[src/rtl/bus_arbiter.sv]
// rtl/bus_arbiter.sv - two-port round-robin arbiter for the Manta register bus
// Optional build macro: ARB_STATS_EN adds grant_cnt0, grant_cnt1 and timeout_cnt.
`timescale 1ns/1ps

module bus_arbiter #(
  parameter int ADDR_WIDTH     = 16,
  parameter int DATA_WIDTH     = 16,
  parameter int TIMEOUT_CYCLES = 255
) (
  input  logic                  clk,
  input  logic                  rst_n,

  input  logic [ADDR_WIDTH-1:0] req0_addr,
  input  logic [DATA_WIDTH-1:0] req0_data,
  input  logic                  req0_rw,
  input  logic                  req0_valid,
  output logic                  req0_ready,

  input  logic [ADDR_WIDTH-1:0] req1_addr,
  input  logic [DATA_WIDTH-1:0] req1_data,
  input  logic                  req1_rw,
  input  logic                  req1_valid,
  output logic                  req1_ready,

  output logic [DATA_WIDTH-1:0] rsp0_data,
  output logic                  rsp0_err,
  output logic                  rsp0_valid,

  output logic [DATA_WIDTH-1:0] rsp1_data,
  output logic                  rsp1_err,
  output logic                  rsp1_valid,

  output logic [ADDR_WIDTH-1:0] bus_addr_o,
  output logic [DATA_WIDTH-1:0] bus_data_o,
  output logic                  bus_rw_o,
  output logic                  bus_valid_o,
  input  logic [DATA_WIDTH-1:0] bus_data_i,
  input  logic                  bus_valid_i
`ifdef ARB_STATS_EN
  ,
  output logic [31:0]           grant_cnt0,
  output logic [31:0]           grant_cnt1,
  output logic [31:0]           timeout_cnt
`endif
);

  localparam logic [1:0] ST_IDLE  = 2'd0;
  localparam logic [1:0] ST_ISSUE = 2'd1;
  localparam logic [1:0] ST_WAIT  = 2'd2;

  // The wait counter only ever needs to hold 0 .. TIMEOUT_CYCLES-1.
  localparam int              CNT_W    = (TIMEOUT_CYCLES > 1) ? $clog2(TIMEOUT_CYCLES) : 1;
  localparam logic [CNT_W-1:0] CNT_LAST = CNT_W'(TIMEOUT_CYCLES - 1);

  logic [1:0]       state;
  logic             last_grant;
  logic             grant_port;
  logic [CNT_W-1:0] wait_cnt;

  logic             sel_valid;
  logic             sel_port;
  logic             arb_open;
  logic             handshake;
  logic             timeout_hit;
  logic             rsp_fire;

  // Round-robin selection: a lone requester wins, a tie goes to the port not granted last.
  always_comb begin
    sel_valid = req0_valid | req1_valid;
    sel_port  = 1'b0;
    if (req0_valid && req1_valid) begin
      sel_port = ~last_grant;
    end else if (req1_valid) begin
      sel_port = 1'b1;
    end
  end

  // Arbitration is closed during the response pulse so the next handshake lands one cycle later.
  assign arb_open    = (state == ST_IDLE) && !rsp0_valid && !rsp1_valid;
  assign handshake   = arb_open && sel_valid;
  assign req0_ready  = arb_open && sel_valid && !sel_port;
  assign req1_ready  = arb_open && sel_valid &&  sel_port;

  // A real response arriving in the last wait cycle beats the timeout.
  assign timeout_hit = (state == ST_WAIT) && !bus_valid_i && (wait_cnt == CNT_LAST);
  assign rsp_fire    = (state == ST_WAIT) && (bus_valid_i || timeout_hit);

  assign bus_valid_o = (state == ST_ISSUE);

  // Transaction sequencer: IDLE -> ISSUE -> WAIT -> IDLE, with grant history and wait counter.
  always_ff @(posedge clk or negedge rst_n) begin
    if (!rst_n) begin
      state      <= ST_IDLE;
      last_grant <= 1'b1;
      grant_port <= 1'b0;
      wait_cnt   <= '0;
    end else begin
      case (state)
        ST_IDLE: begin
          if (handshake) begin
            grant_port <= sel_port;
            last_grant <= sel_port;
            state      <= ST_ISSUE;
          end
        end
        ST_ISSUE: begin
          wait_cnt <= '0;
          state    <= ST_WAIT;
        end
        ST_WAIT: begin
          if (rsp_fire) begin
            state <= ST_IDLE;
          end else begin
            wait_cnt <= wait_cnt + 1'b1;
          end
        end
        default: begin
          state <= ST_IDLE;
        end
      endcase
    end
  end

  // Capture the granted request; the bus fields stay stable until the next grant.
  always_ff @(posedge clk or negedge rst_n) begin
    if (!rst_n) begin
      bus_addr_o <= '0;
      bus_data_o <= '0;
      bus_rw_o   <= 1'b0;
    end else if (handshake) begin
      bus_addr_o <= sel_port ? req1_addr : req0_addr;
      bus_data_o <= sel_port ? req1_data : req0_data;
      bus_rw_o   <= sel_port ? req1_rw   : req0_rw;
    end
  end

  // Registered one-cycle response steered to the granted port; idle fields read as zero.
  always_ff @(posedge clk or negedge rst_n) begin
    if (!rst_n) begin
      rsp0_valid <= 1'b0;
      rsp0_data  <= '0;
      rsp0_err   <= 1'b0;
      rsp1_valid <= 1'b0;
      rsp1_data  <= '0;
      rsp1_err   <= 1'b0;
    end else begin
      rsp0_valid <= 1'b0;
      rsp0_data  <= '0;
      rsp0_err   <= 1'b0;
      rsp1_valid <= 1'b0;
      rsp1_data  <= '0;
      rsp1_err   <= 1'b0;
      if (rsp_fire) begin
        if (grant_port) begin
          rsp1_valid <= 1'b1;
          rsp1_data  <= bus_valid_i ? bus_data_i : '0;
          rsp1_err   <= !bus_valid_i;
        end else begin
          rsp0_valid <= 1'b1;
          rsp0_data  <= bus_valid_i ? bus_data_i : '0;
          rsp0_err   <= !bus_valid_i;
        end
      end
    end
  end

`ifdef ARB_STATS_EN
  // Free-running grant and timeout statistics, wrapping at 2^32.
  always_ff @(posedge clk or negedge rst_n) begin
    if (!rst_n) begin
      grant_cnt0  <= '0;
      grant_cnt1  <= '0;
      timeout_cnt <= '0;
    end else begin
      if (handshake && !sel_port) grant_cnt0 <= grant_cnt0 + 32'd1;
      if (handshake &&  sel_port) grant_cnt1 <= grant_cnt1 + 32'd1;
      if (timeout_hit)            timeout_cnt <= timeout_cnt + 32'd1;
    end
  end
`endif

endmodule

[config.mk]
export PLATFORM = sky130hd
export DESIGN_NAME = bus_arbiter
export DESIGN_NICKNAME = d
export VERILOG_FILES = /design/src/rtl/bus_arbiter.sv
export SDC_FILE = /design/constraint.sdc
export NUM_CORES = 1
export LEC_CHECK = 0
export BUFFER_PORTS_ARGS = -buffer_cell sky130_fd_sc_hd__buf_2
export CORE_UTILIZATION = 46
export CTS_CLUSTER_SIZE = 40
export DETAILED_ROUTE_END_ITERATION = 16
export PLACE_DENSITY = 0.81
export SLEW_MARGIN = 5
export SYNTH_ARGS = -nofsm -noshare
export SYNTH_HDL_FRONTEND = slang
export SYNTH_SLANG_ARGS = --single-unit
export TNS_END_PERCENT = 5
[constraint.sdc]
create_clock -name clk -period 1.8 [get_ports clk]
set_clock_uncertainty 0.15 [all_clocks]
set_input_delay 0.36 -clock clk [delete_from_list [all_inputs] [get_ports clk]]
set_output_delay 0.36 -clock clk [all_outputs]
set_load 0.02 [all_outputs]
* Word level (Yosys, flattened, before mapping) *
Cells that the tools add are included.

storage, ports and cells
  logic and storage cells = 64
  bits in registers = 81
  output and inout bits = 72

operators by class
  bitwise operators = 2
  muxes and demuxes = 23
  equality and inequality tests = 6
  add/sub/neg operators = 1
  reductions and logical operators = 19

operators with widths
  cell                   count
  $mux W16               7
  $pmux W8 S2            1
  $mux W1                11
  $logic_and A1 B1 Y1    9
  $add A8 B1 Y8 const B  1
  $eq A8 B8 Y1 const B   1
  $mux W8                1
  $ne A2 B2 Y1 const B   3
  $pmux W2 S3            1
  $reduce_and A2 Y1      3
  $logic_not A1 Y1       4
  $mux W2                2
  $eq A2 B1 Y1 const B   1
  $eq A2 B2 Y1 const B   1
  $logic_not A2 Y1       1
  $reduce_bool A2 Y1     1
  $logic_or A1 B1 Y1     1
  $not A1 Y1             1
  $or A1 B1 Y1           1

* Logic depth before layout (Yosys ltp) *
  depth after elaboration = 7
  mapped depth = 7

* Worst setup path before layout *
No wires, ideal clock.

  kind = register -> output
  start = register rsp0_valid
  end = output req0_ready
  cell stages (with the launch flop) = 5
  data arrival time = 1367 ps
  slack = -77 ps
  required time = 1290 ps
  cell sequence = dfrtp_1 nor4_1 o21ai_1 clkbuf_1 nor2_1

on the way
  cells in the longest elaborated chain, start to end = 5

ends and longest elaborated chain
  element                            line  source
  start: declaration                 27    output logic rsp0_valid,
  start signal: assignment           140   rsp0_valid <= 1'b0;
  start signal: assignment           147   rsp0_valid <= 1'b0;
  start signal: assignment           159   rsp0_valid <= 1'b1;
  $logic_not A1 Y1                   79    assign arb_open = (state == ST_IDLE) && !rsp0_valid && !rsp1_valid;
  $logic_and A1 B1 Y1 (2 in series)  79
  $logic_and A1 B1 Y1 (2 in series)  81    assign req0_ready = arb_open && sel_valid && !sel_port;
  end: declaration                   17    output logic req0_ready,

No other way between the ends.

* Worst setup path in the final report *
  start = register rsp1_valid
  end = output req1_ready

on the way
  cells in the longest elaborated chain, start to end = 4

ends and longest elaborated chain
  element                            line  source
  start: declaration                 31    output logic rsp1_valid,
  start signal: assignment           143   rsp1_valid <= 1'b0;
  start signal: assignment           150   rsp1_valid <= 1'b0;
  start signal: assignment           155   rsp1_valid <= 1'b1;
  $logic_not A1 Y1                   79
  $logic_and A1 B1 Y1                79
  $logic_and A1 B1 Y1 (2 in series)  82    assign req1_ready = arb_open && sel_valid && sel_port;
  end: declaration                   23    output logic req1_ready,

No other way between the ends.

==> flow_summary.ini <==
[outcome]
outcome = finished, violations left
failed_checks = negative setup slack

[timing]
worst_hold_slack_ns = 0.06313
finalCritPeriodShare_pct = 115.8
min_period_ns = 2.084
hold_viol = 0
worst_slack_ns = -0.2840
finalSetupViolCount = 36
tightest_slew_ns = 0.4260
rsz0062_at_grt = true
fmax_mhz = 479.9
slew_violations = 0
max_slew_margin_pct = 71.30

[power]
fin_total_pwr_mw = 6.552
p_per_area_nw_per_um2 = 1407
ir_drop_uv = 779.0
leakagePower_nw = 2.564

[logic_synthesis]
yosysSeqAreaShare_pct = 61.03
ys_top_cells_by_area = dfrtp_1 60%, mux2i_1 9.9%, and2_1 6.2%, o21ai_0 5.6%, nand2_1 4.5%
syn-mean-instance-area_um2 = 11.34
synth_common_cells = 80 x dfrtp_1, 40 x nand2_1, 37 x o21ai_0, 33 x and2_1, 33 x mux2i_1
synth.largest_area_cell = dfrtp_1
synth_edf_count = 0
synth_cell_types = 34
ys.flop_type = dfrtp_1
post-synth-top-count-cell = dfrtp_1
synth_top_cell_area_share_pct = 60.24
syn_nets = 382
syn_inst = 293
async_flop_share_pct = 100.0
ys_ff_latch = 81
yosys_warnings = 0
netlist_area_um2 = 3323

[floorplan]
num_io_pins = 159
start_util_pct = 48.38
die_w_um = 87.00
fp.dieH_um = 87.00
coreArea_um2 = 6869
row_count = 30
die_area_um2 = 7568

[setup_path]
path_max_fanout = 3
rr_worst_depth = 8
criticalPathCategory = flop to primary output
startpoint_type = flop
r2r_end = bus_data_o[13]$_DFFE_PN0N_
end_kind = primary output
required_ns = 1.29
critPathArrivalTime_ns = 1.57
r2r_slack_ns = -0.10
reg2reg_from = rsp1_valid$_DFF_PN0_

[global_route]
grt_max_degree = 67
grt_usage_pct = 21.12
grt_pass1_wl_mm = 11.97
antenna_found_initial = 0
gr-total-overflow = 0
grt_pass1_vias = 2682

[clock_network]
h-tree-depth = 3
root_buffer = clkbuf_8
clk_pin_slew_worst_paths_ns = 0.09
clock-sinks = 81
clk_latency_ns = 0.35
cts_buffers = 9
cts_buffer_depth = 2
cts_tree = yes

[drt]
dr.pass1.iters = 4
routedWlPerCell_um = 13.53
drtAntennaViolNets = 0
drt_iter0_drc = 99
vias_per_cell = 4.772
routed_wl_mm = 7.727
vias = 2725
drc = 0

[flow_run]
maxCapViolCount = 0

[placed_design]
portBuffers = 158
gp_congestion = 0.9004
dp_hpwl_mm = 5.782

[cells_and_area]
diodes = 0
synthToLayoutAreaGrowth_pct = 40.17
layout.nets = 559
layout-drive-gt1-share_pct = 45.26

[worst_hold_path]
min-delay-start = bus_data_i[5]
hp-class = input port to flop
worstHoldEndpoint = rsp1_data[5]$_DFF_PN0_
holdPathStages = 2
## per-layer routing
metal  track usage (%)  share of wire [%]  vias to the layer above
li1                  -                  -                     1338
met5                 0                  0                        -
met4             10.61                2.0                        0
met2             36.94                 54                       84
met3             6.161                6.3                       12
met1             23.42                 38                     1291
## registers in the layout, indices dropped and copies added, names as in the netlist
name / flops
wait_cnt: 8
last_grant: 1
rsp1_err: 1
state: 2
rsp0_err: 1
rsp1_data: 16
rsp0_valid: 1
bus_data_o: 16
bus_addr_o: 16
rsp0_data: 16
grant_port: 1
rsp1_valid: 1
bus_rw_o: 1
## logic make-up (layout without fill, tap and decap cells)
group,Yosys count,after routing,synth area share (%)
muxes,33,33,9.940
buffers and inverters,22,204,3.163
adders and majority gates,2,2,0.7529
and+or+nand+nor,105,105,16.53
DFF,81,81,61.03
AOI/OAI and AO/OA,50,50,8.585
## cell usage in the layout, fill, tap and decap left out, types with 2 or more instances in the layout
cell / Yosys / layout
inv_2: 0 / 2
nor3_1: 4 / 4
dfrtp_1: 80 / 80
o21ai_0: 37 / 37
a21o_1: 3 / 3
clkinv_4: 0 / 3
a211o_1: 2 / 2
and2_1: 33 / 32
clkinvlp_4: 0 / 2
buf_2: 3 / 154
a21oi_1: 2 / 2
clkbuf_8: 0 / 9
buf_12: 0 / 2
buf_6: 1 / 6
or3_2: 2 / 2
nand3_1: 9 / 8
mux2i_1: 33 / 33
inv_1: 8 / 6
nor2_4: 0 / 3
buf_4: 3 / 17
nor2_1: 8 / 5
nand2_1: 40 / 40
ha_1: 2 / 2
## layout make-up
cell class,instances,area (um^2)
fill,549,2211
sequential,81,2028
multi-input combinational,190,1260
timing repair buffer,180,1016
clock buffer,9,123.9
tap,96,120.1
clock inverter,7,80.08
inverter,8,30.03
## repair_timing
action	4_1_cts	5_1_grt
pin swaps	1	1
setup endpoints to repair	37	72
hold buffers	1	0
gates resized for setup	15	5
buffers inserted	3	4
hold endpoints to repair	18	0
## critical path: stages (launching register included)
cell     delay, ns
dfrtp_1       0.40
nor4_2        0.28
buf_4         0.16
o21ai_4       0.07
inv_2         0.06
and2_4        0.14
buf_6         0.11
## through the flow
stage	instances	area, um^2	setup WS, ns	util [%]	TNS [ns]
after floorplan	293	3331	0.03058	-	0
after global placement	547	4322	0.001286	62.91	0
after detailed placement	547	4322	-0.04194	62.91	-0.6664
after CTS	567	4606	-0.2782	67.05	-0.6309
after global routing	571	4658	-0.3916	67.81	-7.606
final	571	4658	-0.2840	67.81	-2.788
## worst max path at each step
| stage | startpoint | slack [ns] | endpoint | cells after the start |
|---|---|---|---|---|
| finish | rsp1_valid$_DFF_PN0_ | -0.28 | req1_ready | 6 |
| global route | rsp1_valid$_DFF_PN0_ | -0.39 | req1_ready | 6 |
| CTS | state[0]$_DFFE_PN0P_ | -0.28 | req1_ready | 6 |
| detailed placement | state[0]$_DFFE_PN0P_ | -0.04 | rsp1_data[6]$_DFF_PN0_ | 4 |
| global placement | state[0]$_DFFE_PN0P_ | 0.001 | rsp1_data[11]$_DFF_PN0_ | 4 |
| floorplan | rsp0_valid$_DFF_PN0_ | 0.03 | req0_ready | 4 |
## report_power, final
group          internal (mW)  leakage, nW  switching, mW
registers               2.32         1.06          0.252
logic                   1.03         1.40           1.61
clock network          0.651       0.0960          0.679
total                   4.01         2.56           2.55
No activity file was read; power rests on OpenSTA's default activity.
